### src/rtl/operand_stack_pkg.sv
// Shared constants for the operand stack: mode encodings and a depth-width helper.
package operand_stack_pkg;

    typedef enum logic [2:0] {
        STACK_MODE_IDLE  = 3'b000,
        STACK_MODE_PUSH  = 3'b001,
        STACK_MODE_POP   = 3'b010,
        STACK_MODE_SWAP  = 3'b011,
        STACK_MODE_RESET = 3'b100
    } stack_mode_e;

    // Depth counter must represent 0..depth inclusive.
    function automatic int depth_width(input int depth);
        return $clog2(depth) + 1;
    endfunction

endpackage

### src/rtl/operand_stack.sv
// Shift-register operand stack with push/pop/swap/clear and sticky overflow/underflow flags.
module operand_stack
    import operand_stack_pkg::*;
#(
    parameter int WIDTH = 4,
    parameter int DEPTH = 8
) (
    input  logic                          clk,
    input  logic                          rst,
    input  logic [WIDTH-1:0]              in_word,
    input  logic [2:0]                    mode,
    output logic [WIDTH-1:0]              top_word,
    output logic [WIDTH-1:0]              second_word,
    output logic [depth_width(DEPTH)-1:0] depth,
    output logic                          empty,
    output logic                          full,
    output logic                          overflow,
    output logic                          underflow
);

    localparam int DW = depth_width(DEPTH);
    localparam logic [DW-1:0] DEPTH_MAX = DW'(DEPTH);
    localparam logic [DW-1:0] DEPTH_ONE = DW'(1);
    localparam logic [DW-1:0] DEPTH_TWO = DW'(2);

    logic [WIDTH-1:0] entry_q [DEPTH];
    logic [WIDTH-1:0] entry_d [DEPTH];
    logic [DW-1:0]    depth_q, depth_d;
    logic             overflow_q, overflow_d;
    logic             underflow_q, underflow_d;

    // NOTE: every variable gets its hold value first so no path through the case infers a latch.
    always_comb begin
        entry_d     = entry_q;
        depth_d     = depth_q;
        overflow_d  = overflow_q;
        underflow_d = underflow_q;

        case (mode)
            STACK_MODE_PUSH: begin
                for (int i = DEPTH - 1; i > 0; i--) begin
                    entry_d[i] = entry_q[i-1];
                end
                entry_d[0] = in_word;
                if (depth_q == DEPTH_MAX) begin
                    overflow_d = 1'b1;
                end else begin
                    depth_d = depth_q + DEPTH_ONE;
                end
            end
            STACK_MODE_POP: begin
                if (depth_q == '0) begin
                    underflow_d = 1'b1;
                end else begin
                    for (int i = 0; i < DEPTH - 1; i++) begin
                        entry_d[i] = entry_q[i+1];
                    end
                    entry_d[DEPTH-1] = '0;
                    depth_d = depth_q - DEPTH_ONE;
                end
            end
            STACK_MODE_SWAP: begin
                if (depth_q < DEPTH_TWO) begin
                    underflow_d = 1'b1;
                end else begin
                    entry_d[0] = entry_q[1];
                    entry_d[1] = entry_q[0];
                end
            end
            STACK_MODE_RESET: begin
                entry_d     = '{default: '0};
                depth_d     = '0;
                overflow_d  = 1'b0;
                underflow_d = 1'b0;
            end
            default: ;
        endcase
    end

    // NOTE: the storage array is reset too, because invalid entries must read back as zero.
    always_ff @(posedge clk or posedge rst) begin
        if (rst) begin
            entry_q     <= '{default: '0};
            depth_q     <= '0;
            overflow_q  <= 1'b0;
            underflow_q <= 1'b0;
        end else begin
            entry_q     <= entry_d;
            depth_q     <= depth_d;
            overflow_q  <= overflow_d;
            underflow_q <= underflow_d;
        end
    end

    assign top_word    = entry_q[0];
    assign second_word = entry_q[1];
    assign depth       = depth_q;
    assign empty       = (depth_q == '0);
    assign full        = (depth_q == DEPTH_MAX);
    assign overflow    = overflow_q;
    assign underflow   = underflow_q;

endmodule
### config.mk
export PLATFORM = sky130hd
export DESIGN_NAME = operand_stack
export DESIGN_NICKNAME = d
export VERILOG_FILES = /design/src/rtl/operand_stack_pkg.sv /design/src/rtl/operand_stack.sv
export SDC_FILE = /design/constraint.sdc
export NUM_CORES = 1
export LEC_CHECK = 0
export ABC_CLOCK_PERIOD_IN_PS = 1750
export BUFFER_PORTS_ARGS = -buffer_cell sky130_fd_sc_hd__buf_4
export CORE_MARGIN = 5
export CORE_UTILIZATION = 50
export CTS_CLUSTER_DIAMETER = 80
export DETAILED_ROUTE_END_ITERATION = 8
export PLACE_DENSITY = 0.73
export REMOVE_ABC_BUFFERS = 1
export SYNTH_ARGS = -nofsm -noshare
export SYNTH_HDL_FRONTEND = slang
export SYNTH_SLANG_ARGS = --single-unit
### constraint.sdc
create_clock -name clk -period 1.75 [get_ports clk]
set_clock_uncertainty 0.05 [all_clocks]
set_input_delay 0.35 -clock clk [delete_from_list [all_inputs] [get_ports clk]]
set_output_delay 0.35 -clock clk [all_outputs]
set_load 0.01 [all_outputs]
==> flow_summary_export.csv, run 1 <==
group,metric,value,unit
finish,layout_commonest_cell,"buf_4",
routing,drt_iter0_drc,103,
floorplanning,core,3970,um^2
place,hpwl,2.86,mm
pwr,p_sw_share,33.9,%
clock_tree,clockBufferDepth,2,
pwr,peakVddDrop,0.986,mV
sta,post-route-min-period,1.82,ns
routing,num_vias,1639,
pwr,seqPwrFrac,36.8,%
setup_path,critPathKind,"flip-flop to output pin",
sta,hold_viol,0,
synthesis,synth_xor_xnor_area_share,1.73,%
synthesis,synth_compound_area_share,23.1,%
place,portBuffers,24,
setup_path,critPathMaxFanout,2,
pwr,comb_power_share,41.2,%
flow_run,drv_cap,0,
routing,vias_per_cell,5.59,
routing,drcViolationCount,0,
pwr,p_total,4.23,mW
setup_path,cp.required,1.35,ns
synthesis,syn_area_per_cell,9.99,um^2
routing,wirelength,4.77,mm
sta,drv_slew,0,
clock_tree,tritoncts,"built",
clock_tree,cts_made_buffers,5,
sta,period_share,104,%
synthesis,synth_fa_ha_area_share,1.23,%
synthesis,synthFlopType,"dfrtp_1",
finish,area_growth,35.6,%
pwr,clockPowerShare,21.9,%
finish,layout_common_cells,"43 x buf_4, 38 x dfrtp_1, 22 x nand2_1",
finish,drive_gt1_share,45.7,%
setup_path,critPathArrivalTime,1.42,ns
setup_path,crit_path_top_delay_cell,"or4_4",
finish,n_antenna_cell,0,
routing,ant_nets,0,
synthesis,yosysSeqAreaShare,46.9,%
synthesis,synth_top_area_share,46.9,%
finish,post-route-util,69.3,%
grt,track_usage,18.7,%
outcome,outcome,"finished with violations",
finish,nets,253,
pwr,internal_power,2.80,mW
routing,routedWlPerCell,16.3,um
routing,first_pass_iters,4,
clock_tree,clk_pin_slew,0.08,ns
synthesis,syn_inst,203,
floorplanning,start_util,51.1,%
synthesis,ys_async_sr_fraction,100,%
synthesis,yosysTopAreaCell,"dfrtp_1",
setup_path,cp-end-kind,"output pin",
synthesis,synth_top_family_by_area,"compound AO/OA/AOI/OAI gates",
sta,finalSetupTns,-1.28,ns
grt,use_met3,5.61,%
synthesis,yosysWarnings,0,
grt,gr-total-overflow,0,
floorplanning,num_io_pins,25,
synthesis,synth-edff-count,0,
sta,whs,0.111,ns
floorplanning,die_w,73.7,um
floorplanning,rows,23,
synthesis,synth.area.mux_share,6.48,%
synthesis,synthDistinctLibCells,37,
sta,fmax,549,MHz
clock_tree,clock-sinks,38,
outcome,violations,"negative setup slack",
synthesis,synth.cell_area,2030,um^2
place,dp_slack,-0.0486,ns
pwr,p_leak,1.28,nW
grt,grt.met1_usage,26.1,%
sta,relSlewSlack,66.8,%
setup_path,cp_num_cells,3,
setup_path,start_kind,"flip-flop",
sta,setup_violations,33,
clock_tree,root_buffer,"clkbuf_8",
setup_path,r2r_cells,6,
hold_path,hold_class,"primary input to asynchronous set/reset pin",
grt,busiest_layer,"met2",
sta,fin_ws,-0.0731,ns
sta,tightest_slew,0.497,ns
setup_path,path_delay_family,"simple AND/OR/NAND/NOR gates",
grt,grt_pass1_vias,1586,
grt,antenna_found_initial,0,
sta,rsz0062_at_grt,"true",
clock_tree,worstSkewPairLatency,0.30,ns
setup_path,critical_path_buf_inv_count,2,
floorplanning,dieArea,5430,um^2
floorplanning,die_h,73.7,um
place,gp_congestion,0.803,
pwr,p_per_area,1540,nW/um^2
clock_tree,postCtsHoldBufs,0,
setup_path,max_stage_delay,0.58,ns
setup_path,crit_chain,"or4_4, inv_2, buf_6",
grt,grt_max_degree,39,
grt,grt_use_met2,27.5,%
synthesis,netlist_top_cells_area,"dfrtp_1 47%, a22oi_1 7.4%, nand2_1 7.0%, mux2_2 5.0%, o21ai_0 4.9%",
synthesis,synth-seq-cells,38,
synthesis,synthSimpleGateAreaFrac,13.0,%
grt,grt_pass1_wl,7.76,mm
pwr,switchingPower,1.43,mW
clock_tree,h-tree-depth,2,
==> worst min-delay path, stage by stage <==
cell and delay, ns:
buf_4 0.11, inv_1 0.04, buf_4 0.41
==> power groups by stage <==
stage               Combinational, mW  Sequential (mW)  Clock [mW]
floorplan                       0.743             1.56           0
global placement                 1.39             1.52           0
detailed placement               1.41             1.52           0
CTS                              1.60             1.51       0.939
global route                     1.91             1.61       0.985
finish                           1.74             1.56       0.929
==> flip-flops by register name (all words and copies together) (netlist names) <==
register	count
overflow	1
entry_q	24
second_word	4
depth	4
underflow	1
top_word	4
==> per-stage QoR <==
stage               std cells  cell area (um^2)
floorplan                 180              1880
global placement          278              2350
detailed placement        278              2350
CTS                       290              2600
global route              293              2750
finish                    293              2750
==> routing by layer <==
layer / routed length [um] / vias up / part of all wire [%]
met5: 0 / - / 0
met4: 89 / 0 / 1.9
met3: 195 / 8 / 4.1
met2: 2250 / 41 / 47
met1: 2240 / 797 / 47
li1: - / 793 / -
==> Yosys cell counts (2+ instances only) <==
cell type,instances
dfrtp_1,38
nand2_1,38
a22oi_1,20
o21ai_0,20
o21ai_2,10
buf_2,9
buf_4,9
mux2_2,9
a21oi_1,5
a22o_1,4
mux2i_1,3
nand2b_1,3
buf_6,2
clkbuf_1,2
ha_1,2
inv_1,2
nor2b_1,2
nor3_1,2
nor3b_2,2
o21ai_1,2
xnor2_1,2
xor2_1,2
==> cell type report <==
type | count | area (um^2)
repair buffers | 55 | 528
clock buffers | 6 | 82.6
flip-flops and latches | 38 | 951
well taps | 50 | 62.6
fillers | 302 | 1220
inverters | 2 | 7.51
multi-input cells | 140 | 1060
clock inverters | 2 | 60.1
==> logic make-up after synthesis <==
group | Yosys count
simple gates | 55
mux | 12
buf+inv | 25
flops | 38
fa+ha+maj | 2
compound gates | 67
xor+xnor | 4
==> final timing paths <==
kind                                  from              to  slack, ns
worst max-delay path              depth[0]           empty      -0.07
worst min-delay path                   rst  second_word[2]       0.11
worst max register to register    depth[0]      entry_q[4]      -0.05
worst min register to register  entry_q[3]      entry_q[3]       0.44
max in group asynchronous              rst      entry_q[3]       1.17
min in group clk                   mode[2]       underflow       0.36
==> repair_timing <==
| item | in CTS | in global routing |
|---|---|---|
| buffers inserted | 3 | 0 |
| gates resized for setup | 29 | 26 |
| cloned | 1 | 3 |
| pin swaps | 5 | 15 |
| setup endpoints to repair | 26 | 36 |
Power figures use the tool's default switching activity.
==> run 2: changes to the inputs <==
--- a/config.mk
+++ b/config.mk
@@ -12,4 +12,5 @@
 export CTS_CLUSTER_DIAMETER = 80
 export DETAILED_ROUTE_END_ITERATION = 8
+export MAX_ROUTING_LAYER = met4
 export PLACE_DENSITY = 0.73
 export REMOVE_ABC_BUFFERS = 1
==> constraint.sdc (replaced) <==
create_clock -name clk -period 1.75 [get_ports clk]
set_clock_uncertainty 0.05 [all_clocks]
set_input_delay 0.0875 -clock clk [delete_from_list [all_inputs] [get_ports clk]]
set_output_delay 0.0875 -clock clk [all_outputs]
set_load 0.01 [all_outputs]
==> run 2 against run 1 <==
  * The run still ends with negative setup slack left
  * Combinational power is 6% higher
  * Non-clock buffer count is 4 lower
  * Sequential share of layout area is 0.33 points lower
  * Critical path depth is 3 higher
  * Flip-flop and latch count stayed put
  * Global-route usage is 0.17 points lower
  * Fmax is 0.11% higher
  * Core utilization is 0.66 points higher
  * Critical path type is now flip-flop to flip-flop
  * Critical endpoint is now entry_q[7]
  * Largest cell class unchanged
==> flow_summary_export.csv, run 2 (same netlist as run 1, synthesis figures left out) <==
group,metric,value,unit
hold_path,min_to,"overflow",
setup_path,critPathMaxFanout,6,
clock_tree,clock-sinks,38,
routing,drt_iter0_drc,116,
sta,period_share,104,%
finish,drive_gt1_share,47.1,%
clock_tree,root_buffer,"clkbuf_8",
outcome,violations,"negative setup slack",
pwr,p_leak,1.28,nW
hold_path,hold_start,"mode[1]",
finish,fin_area,2780,um^2
grt,grt_max_degree,39,
routing,num_vias,1662,
sta,whs,0.0658,ns
grt,grt_pass1_wl,7.47,mm
finish,layout_common_cells,"38 x dfrtp_1, 37 x buf_4, 20 x a22oi_1, 20 x nand2_1, 18 x o21ai_2",
floorplanning,start_util,51.1,%
setup_path,rrSetupSlack,-0.07,ns
setup_path,max_stage_delay,0.55,ns
clock_tree,clk_pin_slew,0.08,ns
place,placed_area,2250,um^2
routing,first_pass_iters,4,
routing,drcViolationCount,0,
sta,rsz0062_at_grt,"true",
clock_tree,clockBufferDepth,2,
routing,routedWlPerCell,17.6,um
finish,area_growth,36.9,%
pwr,p_per_area,1510,nW/um^2
place,portBuffers,24,
clock_tree,h-tree-depth,2,
sta,relSlewSlack,51.9,%
routing,wirelength,5.07,mm
finish,regMostFlops,"entry_q",
floorplanning,die_w,73.7,um
clock_tree,worstSkewPairLatency,0.29,ns
place,dp_slack,-0.0471,ns
floorplanning,core,3970,um^2
routing,vias_per_cell,5.77,
sta,setup_violations,32,
place,gp_congestion,0.838,
hold_path,hold_depth,3,
setup_path,cp-end-kind,"flip-flop",
floorplanning,rows,23,
flow_run,drv_cap,0,
setup_path,crit_chain,"or4_4, a211oi_4, buf_6, clkbuf_16, nand2_2, o21ai_2",
floorplanning,dieArea,5430,um^2
sta,finalSetupTns,-1.48,ns
grt,track_usage,18.5,%
grt,grt_pass1_vias,1526,
setup_path,critPathArrivalTime,1.99,ns
setup_path,critPathKind,"flip-flop to flip-flop",
outcome,outcome,"finished with violations",
clock_tree,tritoncts,"built",
pwr,peakVddDrop,1.04,mV
sta,post-route-min-period,1.82,ns
clock_tree,cts_made_buffers,5,
grt,antenna_found_initial,0,
floorplanning,die_h,73.7,um
setup_path,cp.required,1.92,ns
setup_path,r2r_cells,6,
grt,gr-total-overflow,0,
floorplanning,num_io_pins,25,
sta,hold_viol,0,
setup_path,crit_path_top_delay_cell,"or4_4",
sta,drv_slew,0,
setup_path,start_kind,"flip-flop",
finish,largest_reg_flops,24,
sta,fmax,549,MHz
place,hpwl,2.90,mm
hold_path,hold_class,"primary input to flip-flop",
sta,tightest_slew,0.721,ns
pwr,p_total,4.20,mW
finish,layout_commonest_cell,"dfrtp_1",
setup_path,reg2reg_from,"depth[3]",
routing,ant_nets,0,
setup_path,r2r_end,"entry_q[7]",
finish,n_antenna_cell,0,
sta,fin_ws,-0.0712,ns
finish,num-fill-cells,282,
finish,nets,249,
==> run 2: cell types whose count changed in the layout (fill, tap and decap cells not counted), moves of 2 or more <==
cell | previous run | this run
o21ai_4 | 0 | 2
buf_4 | 43 | 37
nand2_2 | 13 | 11
o21ai_1 | 11 | 4
nand2_1 | 22 | 20
clkbuf_16 | 2 | 4
o21ai_2 | 13 | 18
buf_12 | 3 | 1
nand2_4 | 3 | 7
==> run 2: where the power goes <==
group	internal, mW	total (mW)	switching (mW)
sequential	1.22	1.59	0.365
clock	0.456	0.757	0.301
combinational	1.02	1.85	0.829
total	2.70	4.20	1.50
==> run 2: metrics by stage <==
step	instances	util, %
CTS	282	62.2
detailed placement	269	56.8
finish	288	69.9
global route	288	69.9
floorplan	180	-
global placement	269	56.8
==> run 2: what timing repair did <==
item / CTS / global route
endpoints found under the hold margin: 38 / 0
pin swaps: 9 / 22
gates cloned: 2 / 5
hold buffers: 1 / 0
resized for setup: 9 / 58
setup endpoints to repair: 32 / 33
buffers inserted: 3 / 1
==> run 2: layout make-up <==
| type | instances | area [um^2] | share of cell area (%) |
|---|---|---|---|
| Sequential cell | 38 | 951 | 34.2 |
| Clock buffer | 6 | 82.6 | 2.97 |
| Multi-Input combinational cell | 140 | 1110 | 40.1 |
| Timing Repair Buffer | 51 | 531 | 19.1 |
| Inverter | 2 | 7.51 | 0.270 |
| Clock inverter | 1 | 30.0 | 1.08 |
| Tap cell | 50 | 62.6 | 2.25 |
==> run 2: worst max path at each step <==
| stage | end | start | slack [ns] |
|---|---|---|---|
| after floorplan | entry_q[0] | depth[0] | -0.92 |
| after global placement | top_word[0] | depth[3] | 0.02 |
| after detailed placement | entry_q[19] | depth[0] | -0.05 |
| after CTS | entry_q[9] | depth[3] | -0.07 |
| after global routing | second_word[2] | depth[2] | -0.13 |
| final | entry_q[7] | depth[3] | -0.07 |
==> run 2: metal layers <==
layer  global-route usage (%)  routed length [um]
met5                        -                   0
met2                     29.0                2570
met3                     4.65                 205
met4                     4.83                  83
met1                     23.9                2210
==> run 2: worst max-delay path, delay by kind of cell (launching register included) <==
family | cells | cell delay (ns)
and+or+nand+nor | 2 | 0.61
buffers and inverters | 2 | 0.37
AOI/OAI and AO/OA | 2 | 0.31
DFF | 1 | 0.41
==> run 3: changes to the inputs <==
- GPL_TIMING_DRIVEN: unset -> 0
==> run 3 against run 2 <==
  * The flow still finishes with violations (negative setup slack)
  * Combinational power fell by 18%
  * Setup slack got worse by 0.0066 ns
  * Via count fell by 6.3%
  * Die area is the same
  * Design area fell by 11%
  * Register-to-register slack about the same
  * Critical path depth is 1 lower
  * Clock power fell by 19%
  * Non-clock buffer count fell by 12
  * Flip-flop and latch count did not move
  * Critical endpoint is now entry_q[9]
  * Highest routed layer unchanged
==> flow_summary_export.csv, run 3 (same netlist as run 1, synthesis figures left out) <==
group,metric,value,unit
outcome,outcome,"finished with violations",
outcome,violations,"negative setup slack",
setup_path,critical_path_buf_inv_count,2,
sta,hold_viol,0,
hold_path,hold_start,"mode[2]",
routing,num_vias,1558,
routing,wl_met1,1.93,mm
sta,tightest_slew,0.786,ns
routing,vias_per_cell,5.62,
setup_path,cp.required,1.87,ns
finish,nets,237,
floorplanning,core,3970,um^2
grt,grt_pass1_vias,1567,
finish,n_antenna_cell,0,
sta,rsz0062_at_grt,"true",
finish,layout_commonest_cell,"dfrtp_1",
sta,drv_slew,0,
setup_path,critPathKind,"flip-flop to flip-flop",
place,hpwl,2.62,mm
finish,largest_reg_flops,24,
floorplanning,start_util,51.1,%
grt,grt_max_degree,39,
setup_path,cp-end-kind,"flip-flop",
floorplanning,dieArea,5430,um^2
finish,layout_common_cells,"35 x dfrtp_1, 34 x nand2_1, 32 x buf_4",
place,portBuffers,24,
clock_tree,tritoncts,"built",
clock_tree,cts_made_buffers,5,
routing,routedWlPerCell,15.2,um
floorplanning,rows,23,
grt,gr-total-overflow,0,
sta,post-route-min-period,1.83,ns
floorplanning,num_io_pins,25,
clock_tree,root_buffer,"clkbuf_8",
finish,regMostFlops,"entry_q",
routing,wirelength,4.22,mm
pwr,p_per_area,1490,nW/um^2
setup_path,max_stage_delay,0.55,ns
setup_path,startpoint,"depth[3]",
finish,area_growth,21.5,%
routing,route.met3.wl,220,um
setup_path,start_kind,"flip-flop",
routing,maxUsedRoutingLayer,"met4",
sta,fin_ws,-0.0778,ns
grt,track_usage,17.2,%
routing,drcViolationCount,0,
clock_tree,h-tree-depth,2,
setup_path,reg2reg_from,"depth[3]",
setup_path,crit_chain,"or4_4, a211oi_4, buf_8, clkbuf_16, o21ai_0",
finish,num-fill-cells,331,
place,placed_area,2190,um^2
sta,finalSetupTns,-1.10,ns
routing,wl_met2,2.02,mm
setup_path,critPathArrivalTime,1.95,ns
finish,drive_gt1_share,35.2,%
grt,grt_pass1_wl,7.17,mm
finish,fin_area,2460,um^2
sta,fmax,547,MHz
floorplanning,die_w,73.7,um
pwr,peakVddDrop,0.805,mV
clock_tree,clockBufferDepth,2,
routing,drt_iter0_drc,102,
routing,first_pass_iters,5,
setup_path,path_delay_family,"simple AND/OR/NAND/NOR gates",
floorplanning,die_h,73.7,um
pwr,p_leak,1.11,nW
sta,relSlewSlack,47.5,%
setup_path,critPathMaxFanout,12,
setup_path,crit_path_top_delay_cell,"or4_4",
clock_tree,worstSkewPairLatency,0.28,ns
clock_tree,clk_pin_slew,0.07,ns
flow_run,drv_cap,0,
place,gp_congestion,0.772,
finish,regArea,955,um^2
hold_path,hold_class,"primary input to flip-flop",
sta,setup_violations,25,
sta,period_share,104,%
clock_tree,clock-sinks,38,
routing,ant_nets,0,
place,dp_slack,-0.588,ns
grt,antenna_found_initial,0,
finish,multi_input_area,976,um^2
## run 3: stage by stage
stage / instances / power (mW) / util [%] / hold slack [ns]
global placement: 254 / 2.74 / 53.5 / 0.296
CTS: 276 / 3.63 / 60.9 / 0.0105
floorplan: 180 / 2.30 / - / 0.124
detailed placement: 257 / 2.81 / 55.1 / 0.243
finish: 277 / 3.67 / 62.1 / 0.0157
global route: 277 / 3.94 / 62.1 / 0.0207
## run 3: where the power goes
| part | internal [mW] | switching [mW] |
|---|---|---|
| sequential | 1.23 | 0.322 |
| combinational | 0.824 | 0.684 |
| clock | 0.318 | 0.293 |
| total | 2.37 | 1.30 |
## run 3: worst register-to-register path, delay by kind of cell (launching register included)
kind | cells | cell delay [ns]
AND/OR/NAND/NOR | 1 | 0.55
flip-flops | 1 | 0.43
AO/OA/AOI/OAI | 2 | 0.35
buffers and inverters | 2 | 0.33
## run 3: path summary, 6_finish.rpt
kind / slack, ns / depth (start not counted) / end
worst min register to register: 0.44 / 2 / entry_q[3]
worst max register to register: -0.08 / 5 / entry_q[9]
worst min-delay path: 0.02 / 2 / underflow
min in group asynchronous: 0.46 / 3 / entry_q[6]
max in group asynchronous: 0.64 / 3 / depth[3]
worst max-delay path: -0.08 / 5 / entry_q[9]
## run 3: cell type report
class                      count  share of cell area [%]
multi-input combinational    140                    39.6
clock buffer                   7                    3.50
timing repair buffer          39                    15.1
sequential                    38                    38.7
inverter                       2                   0.305
clock inverter                 1                   0.203
tap                           50                    2.54
## run 3: routing by layer
layer  vias up  GRT usage, %
met1       745          23.8
li1        758             -
met2        48          25.8
met5         -             -
met4         0          4.23
met3         7          3.97
## run 3: timing repair
item	CTS	global route
resized for setup	16	13
pin swaps	4	3
setup buffers	10	0
hold endpoints to repair	38	0
gates cloned	0	1
setup endpoints to repair	33	33
hold buffers	1	0
